File: src/rtl/stream_seg_accumulator.sv
// Streaming word accumulator built from SEG_W-wide segments whose carries ripple
// one segment per cycle, so no adder chain ever spans more than one segment.
module stream_seg_accumulator #(
    parameter int DATA_W = 32,
    parameter int SEG_W  = 16,
    parameter int NSEG   = 3,
    parameter int ADDR_W = 8
) (
    input  logic                   clk,
    input  logic                   rst,
    input  logic                   start,
    input  logic [ADDR_W:0]        len,
    output logic [ADDR_W-1:0]      mem_addr,
    input  logic [DATA_W-1:0]      mem_data,
    output logic                   busy,
    output logic                   done,
    output logic [SEG_W*NSEG-1:0]  result,
    output logic                   overflow
);
    localparam int ACC_W = SEG_W * NSEG;
    localparam int CNT_W = $clog2(NSEG + 1);

    localparam logic [1:0] S_IDLE  = 2'd0;
    localparam logic [1:0] S_FETCH = 2'd1;
    localparam logic [1:0] S_DRAIN = 2'd2;
    localparam logic [1:0] S_DONE  = 2'd3;

    if (DATA_W > ACC_W) begin : g_width_check
        $error("stream_seg_accumulator: DATA_W must not exceed SEG_W*NSEG");
    end

    logic [1:0]        state_r;
    logic [ADDR_W:0]   len_r;
    logic [ADDR_W-1:0] mem_addr_r;
    logic [CNT_W-1:0]  drain_cnt_r;
    logic [ACC_W-1:0]  data_q_r;
    logic              data_v_r;
    logic              busy_r;
    logic              done_r;
    logic [ACC_W-1:0]  result_r;
    logic              overflow_r;
    logic              ovf_acc_r;

    logic [SEG_W-1:0]  seg_r   [NSEG];
    logic              carry_r [NSEG];
    logic              cin_s   [NSEG];
    logic [SEG_W:0]    sum_s   [NSEG];
    logic [ACC_W-1:0]  acc_s;
    logic              accept_s;
    logic              last_s;

    assign accept_s = (state_r == S_IDLE) && start;
    assign last_s   = ({1'b0, mem_addr_r} == (len_r - (ADDR_W+1)'(1)));

    // Carry into each segment comes only from the registered carry of the one below.
    always_comb begin
        cin_s[0] = 1'b0;
        for (int k = 1; k < NSEG; k++) begin
            cin_s[k] = carry_r[k-1];
        end
    end

    // Per-segment adders and the concatenated accumulator view.
    always_comb begin
        acc_s = {ACC_W{1'b0}};
        for (int k = 0; k < NSEG; k++) begin
            sum_s[k] = {1'b0, seg_r[k]}
                     + {1'b0, (data_v_r ? data_q_r[k*SEG_W +: SEG_W] : {SEG_W{1'b0}})}
                     + {{SEG_W{1'b0}}, cin_s[k]};
            acc_s[k*SEG_W +: SEG_W] = seg_r[k];
        end
    end

    // Segment and carry registers; the top carry is not kept here but folded into overflow.
    always_ff @(posedge clk) begin
        for (int k = 0; k < NSEG; k++) begin
            if (rst || accept_s) begin
                seg_r[k]   <= {SEG_W{1'b0}};
                carry_r[k] <= 1'b0;
            end else begin
                seg_r[k]   <= sum_s[k][SEG_W-1:0];
                carry_r[k] <= (k == NSEG - 1) ? 1'b0 : sum_s[k][SEG_W];
            end
        end
    end

    // Run control, fetch addressing, data register and output registers.
    always_ff @(posedge clk) begin
        if (rst) begin
            state_r     <= S_IDLE;
            len_r       <= {(ADDR_W+1){1'b0}};
            mem_addr_r  <= {ADDR_W{1'b0}};
            drain_cnt_r <= {CNT_W{1'b0}};
            data_q_r    <= {ACC_W{1'b0}};
            data_v_r    <= 1'b0;
            busy_r      <= 1'b0;
            done_r      <= 1'b0;
            result_r    <= {ACC_W{1'b0}};
            overflow_r  <= 1'b0;
            ovf_acc_r   <= 1'b0;
        end else begin
            done_r    <= 1'b0;
            data_v_r  <= (state_r == S_FETCH);
            data_q_r  <= (state_r == S_FETCH) ? ACC_W'(mem_data) : {ACC_W{1'b0}};
            ovf_acc_r <= ovf_acc_r | sum_s[NSEG-1][SEG_W];
            case (state_r)
                S_IDLE: begin
                    if (start) begin
                        len_r      <= len;
                        mem_addr_r <= {ADDR_W{1'b0}};
                        ovf_acc_r  <= 1'b0;
                        busy_r     <= 1'b1;
                        state_r    <= (len == {(ADDR_W+1){1'b0}}) ? S_DONE : S_FETCH;
                    end else begin
                        state_r <= S_IDLE;
                    end
                end
                S_FETCH: begin
                    if (last_s) begin
                        state_r     <= S_DRAIN;
                        drain_cnt_r <= CNT_W'(NSEG - 1);
                    end else begin
                        mem_addr_r <= mem_addr_r + ADDR_W'(1);
                    end
                end
                S_DRAIN: begin
                    // One cycle for the last word's add plus NSEG-1 carry flush steps.
                    if (drain_cnt_r == {CNT_W{1'b0}}) begin
                        state_r <= S_DONE;
                    end else begin
                        drain_cnt_r <= drain_cnt_r - CNT_W'(1);
                    end
                end
                S_DONE: begin
                    state_r    <= S_IDLE;
                    busy_r     <= 1'b0;
                    done_r     <= 1'b1;
                    result_r   <= acc_s;
                    overflow_r <= ovf_acc_r;
                end
                default: begin
                    state_r <= S_IDLE;
                    busy_r  <= 1'b0;
                end
            endcase
        end
    end

    assign mem_addr = mem_addr_r;
    assign busy     = busy_r;
    assign done     = done_r;
    assign result   = result_r;
    assign overflow = overflow_r;

endmodule

File: config.mk
export PLATFORM = sky130hd
export DESIGN_NAME = stream_seg_accumulator
export DESIGN_NICKNAME = d
export VERILOG_FILES = /design/src/rtl/stream_seg_accumulator.sv
export SDC_FILE = /design/constraint.sdc
export NUM_CORES = 1
export LEC_CHECK = 0
export BUFFER_PORTS_ARGS = -buffer_cell sky130_fd_sc_hd__buf_2
export CAP_MARGIN = 20
export CORE_MARGIN = 2
export CORE_UTILIZATION = 40
export DETAILED_ROUTE_END_ITERATION = 10
export GPL_TIMING_DRIVEN = 0
export HOLD_SLACK_MARGIN = 0.15
export PLACE_DENSITY = 0.63
export SKIP_CTS_REPAIR_TIMING = 1
export SLEW_MARGIN = 25
export SYNTH_ARGS = -nofsm -noshare
export SYNTH_HDL_FRONTEND = slang
export SYNTH_SLANG_ARGS = --single-unit
File: constraint.sdc
create_clock -name clk -period 7.2 [get_ports clk]
set_clock_uncertainty 0.1 [all_clocks]
set_input_delay 1.44 -clock clk [delete_from_list [all_inputs] [get_ports clk]]
set_output_delay 1.44 -clock clk [all_outputs]
set_load 0.005 [all_outputs]
==> reports/results.txt, run 1 <==
The run gives 0.464 as the remaining max-slew budget at the tightest pin. The run finished with clean final reports. Power spread over the standard cell area amounts to 273 nW/um2.

Summing all placed instances gives a cell area of 8060 um2. The most used flip-flop cell after synthesis is sky130_fd_sc_hd__dfxtp_1. Maximum fanout along the worst path: 10.

The post-placement cell count was 1123. After synthesis, the largest family of logic cells by area is simple AND/OR/NAND/NOR gates. The tools report the number of global-route vias before repair as 5481. The distinct cell type count of the synthesized netlist is 60, and the maximum number of pins on one net before global-route repair is 17. The die is 139 um tall. Buffers inserted during clock tree synthesis total 17.

Post-synthesis sequential area ratio: 0.430. Counting I/O delays and the setup requirement, the final critical path takes 3.14 ns. The tools report the upper clock frequency limit as 319 MHz. The Yosys step of the flow raised 0 warnings. Endpoint required time on the critical path: 7.40 ns. The number of synthesized flops with an enable pin works out to 0. At the worst endpoint, the arrival time is 3.34 ns.

In the final routed layout, each cell accounts on average for 14.5 um. The worst min-delay path category is reg2reg. The adder-cell share of the synthesized area was 0.0771; the total power of the final layout was 2.37 mW. The area enclosed by the die boundary was 19300 um2.

The area of the core came out at 17900 um2. The slew at the pin with the worst max-slew slack was 0.804 ns; the share of the clock period used by the worst path was 0.436. The run gives 0.176 as the total global-route track usage. The critical path goes through clkbuf_1 > inv_1 > nand2_1 > clkbuf_1 > buf_1 > nor2_1. The run gives 156 as the TritonCTS sink count. The routed design has 16700 um of wire. For the count of pins over their slew limit, the log shows 0. Routability-driven placement finished with a final weighted congestion of 0.837. Starting density of the core: 0.406. The die width works out to 139 um.

For the synthesized net count, the log shows 880. The net count of the finished layout is 1000. Complex-gate fraction of the synthesized area: 0.114. Clock transition at the registers of the reported paths: 0.07 ns.

The synthesized design spends more area on one cell type than any other, namely sky130_fd_sc_hd__dfxtp_1. The detailed placement HPWL came out at 12500 um. In the post-synthesis netlist, the biggest area contributors are sky130_fd_sc_hd__dfxtp_1, sky130_fd_sc_hd__mux2i_1, sky130_fd_sc_hd__ha_1, sky130_fd_sc_hd__nor2_1, sky130_fd_sc_hd__and3_1. For this run, the slowest stage of the critical path takes 0.52 ns. The total overflow left after global routing is 0. The finished layout holds 1155 standard cells, fillers aside. The logs give 0 for the DRC violation count after routing and 270 for the number of DRC violations after detailed-routing iteration 0. The tool flagged a number of max-cap violations equal to 0. From synthesis to final layout, the design area changed by 19.2%.

The area share of the leading cell type in the synthesized netlist was 0.430. The run gives 4 as the length of the first detailed-routing pass in iterations. The tools report the sort of element at the start of the critical path as an input pin. The per-cell via count in the routed design was 5.05.

The repair_antennas step left the layout with diodes totalling 0. Summed over all failing endpoints, the final setup total negative slack is 0 ns. The largest buffer count on any clock path was 2; the static power due to leakage was 3.82 nW. The multiplexer fraction of the synthesized cell area works out to 0.0840. Across the VDD grid, the largest voltage drop is 186 uV. Share of async-settable or async-resettable flops after synthesis: 0. On the final layout, the worst hold slack is 0.373 ns. The proportion of layout cells with a drive suffix above 1 was 0.161; the row count was 49.

The register bit total from synthesis was 156. TritonCTS built the clock tree. The fraction of the mapped netlist area in simple logic gates is 0.221, and the wire length of the first global-routing pass is 27300 um. Summing over every cut layer, the via total after detailed routing is 5831. After routing the design area is 8660 um2.

The type of the setup path with the least slack was in2reg. Setup violations remaining at the end of the flow were counted as 0. The worst hold path passes through 2 cells. Summing all flip-flop and latch instances after layout gives 3120 um2.

In the final layout, the multi-input gates occupy 3930 um2. H-tree depth reported by CTS: 4. The post-synthesis area per instance was 9.17 um2. The filler cells instantiated in the layout total 1736. Clock network latency to the later pin of the worst-skew pair: 0.43 ns. The number of endpoints with negative hold slack in the final report is 0. Cell at the root of the clock tree: sky130_fd_sc_hd__clkbuf_16.

STA classifies the critical path endpoint as a flop. Setup repair after global routing left no endpoint under its margin. The mapped netlist covers 7270 um2. Among all stages on the critical path, the largest delay is contributed by sky130_fd_sc_hd__clkbuf_1. For the number of antenna violations at the first check in global routing, the log shows 1. The cell repeated most along the worst path is sky130_fd_sc_hd__clkbuf_1. The post-synthesis xor/xnor area fraction was 0.0446; the worst reg2reg path depth was 10.

In this run the tool buffered the top-level ports with 101 buffer cells. The number of standard cells after synthesis came out at 793. Residual antenna-violating net count after detailed routing: 0. For this design the top-level I/O count stands at 103.
[cells in the mapped netlist (10+ instances only)]
library cell / instances
sky130_fd_sc_hd__nand2_1: 56
sky130_fd_sc_hd__o21ai_0: 23
sky130_fd_sc_hd__mux2i_1: 61
sky130_fd_sc_hd__and3_1: 45
sky130_fd_sc_hd__xor2_1: 25
sky130_fd_sc_hd__a21oi_1: 36
sky130_fd_sc_hd__inv_1: 20
sky130_fd_sc_hd__xnor2_1: 12
sky130_fd_sc_hd__nor3_1: 16
sky130_fd_sc_hd__a211oi_1: 10
sky130_fd_sc_hd__ha_1: 40
sky130_fd_sc_hd__clkbuf_1: 24
sky130_fd_sc_hd__nor2_1: 108
sky130_fd_sc_hd__dfxtp_1: 156
sky130_fd_sc_hd__nand3_1: 15
sky130_fd_sc_hd__buf_1: 11
sky130_fd_sc_hd__and2_1: 35
[layout by cell type, fill, tap and decap left out, types with 15 or more instances in the layout]
master	n
sky130_fd_sc_hd__dfxtp_1	156
sky130_fd_sc_hd__nor2_1	108
sky130_fd_sc_hd__buf_2	102
sky130_fd_sc_hd__mux2i_1	61
sky130_fd_sc_hd__nand2_1	56
sky130_fd_sc_hd__and3_1	45
sky130_fd_sc_hd__ha_1	40
sky130_fd_sc_hd__a21oi_1	36
sky130_fd_sc_hd__and2_1	35
sky130_fd_sc_hd__xor2_1	25
sky130_fd_sc_hd__clkbuf_1	24
sky130_fd_sc_hd__o21ai_0	23
sky130_fd_sc_hd__inv_1	20
sky130_fd_sc_hd__clkbuf_16	17
sky130_fd_sc_hd__nor3_1	16
sky130_fd_sc_hd__nand3_1	15
[state kept, by name (all words and copies together) (netlist names)]
register and cells:
busy 1, carry_r 2, data_q_r 32, data_v_r 1, done 1, drain_cnt_r 2
len_r 9, mem_addr 8, overflow 1, ovf_acc_r 1, result 48, seg_r 48
state_r 2
[metal layers]
metal | wire length, um | global-route usage
met1 | 8080 | 0.231
met2 | 7660 | 0.288
met3 | 711 | 0.0397
met4 | 235 | 0.0590
met5 | 13 | 0
[power breakdown]
| group | internal [mW] | switching (mW) | leakage, nW | total, mW |
|---|---|---|---|---|
| Combinational | 0.184 | 0.308 | 2.26 | 0.492 |
| Clock | 0.524 | 0.397 | 0.295 | 0.921 |
| Sequential | 0.919 | 0.0364 | 1.26 | 0.955 |
[critical path, delay by kind of cell]
| family | cells | cell delay, ns |
|---|---|---|
| simple gates | 2 | 0.28 |
| buf+inv | 4 | 1.61 |
[cell type report]
type,instances,share of cell area
Multi-Input combinational cell,580,0.454
Sequential cell,156,0.360
Timing Repair Buffer,101,0.0583
Clock buffer,17,0.0491
Tap cell,229,0.0331
Clock inverter,15,0.0204
Buffer,37,0.0163
Inverter,20,0.00866
[logic make-up (layout without fill, tap and decap cells)]
family,count (synthesis),count (layout)
AND/OR/NAND/NOR,318,318
adder cells (fa/ha/maj),43,43
multiplexers,61,61
flip-flops,156,156
AO/OA/AOI/OAI,121,121
buffers and inverters,57,190
XOR/XNOR,37,37
[metrics by stage]
stage	setup WS, ns	util
after floorplan	4.34	-
final	4.06	0.484
after CTS	3.98	0.484
after global routing	3.77	0.484
after detailed placement	3.52	0.450
after global placement	3.55	0.450
[worst paths after layout]
path	endpoint	start	slack, ns
max	seg_r[1][7]	rst	4.06
min	ovf_acc_r	ovf_acc_r	0.37
max reg2reg	carry_r[0]	data_v_r	4.16
min reg2reg	ovf_acc_r	ovf_acc_r	0.37
Note: power is estimated with default switching activity, not from simulation.
==> inputs of run 2 (changes only) <==
- clock period: 7.2 -> 3.11 ns (I/O delays scaled with it)
==> run 2 against run 1 <==
Final area grew 0.12%. Hold slack lost 0.045 ns. Via count grew 0.26%. First-iteration DRC count shrank 9.3%. Clock-buffer cell count is the same. Critical path depth grew 4. Cell count is the same. Largest cell class unchanged.
==> reports/results.txt, run 2 (synthesis results as in run 1) <==
The run gives 432 uV (+130%) as the maximum VDD drop. The leading cell type in the layout, fill and taps excluded is sky130_fd_sc_hd__dfxtp_1. The final routed wire length divided by cell count was 14.5 um (about the same).

The run finished with clean final reports. Maximum fanout along the worst path: 10 (unchanged). Setup repair after global routing left no endpoint under its margin. The run gives 17 (unchanged) as the maximum number of pins on one net before global-route repair. The starting density of the core was 0.406 (unchanged); the number of global-route vias before repair was 5481 (unchanged). The tools report the via count of the routed design as 5846 (+0.26%). The tools report the DRC violation count after routing as 0 (unchanged).

The run gives 12500 um (unchanged) as the detailed placement HPWL. The length of the first detailed-routing pass in iterations came out at 4 (unchanged). The cell area power density came out at 632 nW/um2 (+130%). The tools report the post-layout instance count excluding filler cells as 1155 (unchanged). The tools report the net count reported at finish as 1000 (unchanged). The run gives 0.199 ns (-3.86 ns) as the least setup slack across all paths after layout. Count of pins over their slew limit: 0 (unchanged).

The arrival time at the worst endpoint was 3.11 ns (-0.23 ns); the count of maximum capacitance violations was 0 (unchanged). For the number of endpoints with negative hold slack in the final report, the log shows 0 (unchanged). The residual antenna-violating net count after detailed routing was 0 (unchanged); the share of the clock period used by the worst path was 0.936.

The worst min-delay path category is in2reg. The count of inserted antenna diode cells is 0 (unchanged), and the proportion of layout cells with a drive suffix above 1 is 0.165 (+0.00432). The wire length of the first global-routing pass was 27300 um (unchanged); the static power due to leakage was 3.82 nW (+0.20%). Largest buffer count on any clock path: 2 (unchanged). The worst setup path is captured at a flop. The layout filler cell count was 1734 (-0.12%).

The top cell types in the final layout, fill and taps aside, are sky130_fd_sc_hd__dfxtp_1, sky130_fd_sc_hd__nor2_1, sky130_fd_sc_hd__buf_2, sky130_fd_sc_hd__mux2i_1, sky130_fd_sc_hd__nand2_1. STA classifies the critical path startpoint as a flop. The number of antenna violations at the first check in global routing is 1 (unchanged), and the clock period minus worst slack is 2.91 ns. The number of placed I/O pins came out at 103 (unchanged).

The slew at the pin with the worst max-slew slack came out at 0.807 ns (+0.00302 ns). CTS buffer count: 17 (unchanged). Based on the critical path, the design can be clocked at up to 344 MHz. The remaining max-slew budget at the tightest pin was 0.462 (-0.00202). The area enclosed by the die boundary is 19300 um2 (unchanged), and the H-tree depth reported by CTS is 4 (unchanged).

The number of setup violations in the final report was 0 (unchanged); the clock transition at the registers of the reported paths was 0.07 ns (about the same). TritonCTS built the clock tree. The number of I/O port buffers came out at 101 (unchanged).

Final routed wirelength across all metal layers: 16700 um (about the same). For the final weighted congestion in routability-driven placement, the log shows 0.837 (unchanged). The per-cell via count in the routed design works out to 5.06 (+0.26%).

CTS placed an instance of sky130_fd_sc_hd__clkbuf_16 at the clock tree root. The worst setup slack after placement was 0.0706 ns (-3.45 ns); the sum of negative setup slack was 0 ns (unchanged). The tools report the clock network latency to the later pin of the worst-skew pair as 0.43 ns (about the same). The TritonCTS sink count was 156 (unchanged). The type of the setup path with the least slack is reg2reg. Hold path depth: 2 (unchanged).

For the endpoint required time on the critical path, the log shows 3.31 ns (-4.09 ns). The number of DRC violations after detailed-routing iteration 0 came out at 245 (-9.3%). The worst reg2reg path depth was 10 (unchanged). The run gives 8060 um2 (unchanged) as the post-place instance area. The logs give 17900 um2 (unchanged) for the area of the core and 0.176 (unchanged) for the total global-route track usage. The row count is 49 (unchanged), and the post-placement cell count is 1123 (unchanged).

Relative to the synthesized area, the layout overhead comes to 19.3%. The residual overflow from global routing was 0 (unchanged). The summed area of non-filler cells in the final layout was 8670 um2 (+0.12%); the die height was 139 um (unchanged).

The die width works out to 139 um (unchanged).
==> run 2: cell counts in the layout (fill, tap and decap cells not counted) <==
Identical to the previous run, type by type.
==> run 2: worst paths after layout <==
path / startpoint / to / slack [ns]
worst min register to register: ovf_acc_r / ovf_acc_r / 0.37
worst max register to register: data_v_r / carry_r[0] / 0.20
worst min-delay path: mem_data[13] / data_q_r[13] / 0.33
worst max-delay path: data_v_r / carry_r[0] / 0.20
==> run 2: area by class of cell <==
class	count	area (um2)	area share
Buffer	37	144	0.0166
Clock buffer	17	425	0.0490
Clock inverter	15	176	0.0203
Inverter	20	75.1	0.00865
Multi-Input combinational cell	580	3940	0.454
Sequential cell	156	3120	0.360
Tap cell	229	287	0.0330
Timing Repair Buffer	101	505	0.0583
==> run 2: report_power, final <==
group	switching (mW)	leakage, nW	internal, mW
Clock	0.918	0.295	1.21
Sequential	0.0840	1.26	2.13
Combinational	0.714	2.27	0.428
Total	1.72	3.82	3.77
==> run 2: worst max-delay path, stage by stage (launching register included) <==
cell and delay, ns:
sky130_fd_sc_hd__dfxtp_1 0.34, sky130_fd_sc_hd__clkbuf_2 0.20, sky130_fd_sc_hd__and2_1 0.17, sky130_fd_sc_hd__ha_1 0.22
sky130_fd_sc_hd__fa_1 0.44, sky130_fd_sc_hd__a211oi_1 0.30, sky130_fd_sc_hd__o21ai_0 0.22, sky130_fd_sc_hd__a21oi_2 0.22
sky130_fd_sc_hd__a21oi_1 0.15, sky130_fd_sc_hd__a221oi_1 0.30, sky130_fd_sc_hd__o21ai_0 0.13
==> run 2: per-layer routing <==
layer	vias up	share of wire	global-route usage
li1	3008	-	-
met1	2716	0.48	0.231
met2	103	0.46	0.288
met3	17	0.043	0.0397
met4	2	0.014	0.0590
met5	-	0.00078	0
==> run 2: metrics by stage <==
| stage | power (mW) | hold WS (ns) | util |
|---|---|---|---|
| 3_3_place_gp | 3.39 | 0.357 | 0.450 |
| 6_report | 5.48 | 0.328 | 0.485 |
| 3_5_place_dp | 3.40 | 0.364 | 0.450 |
| 5_1_grt | 5.77 | 0.322 | 0.485 |
| 2_1_floorplan | 3.07 | 0.337 | - |
| 4_1_cts | 5.54 | 0.315 | 0.484 |
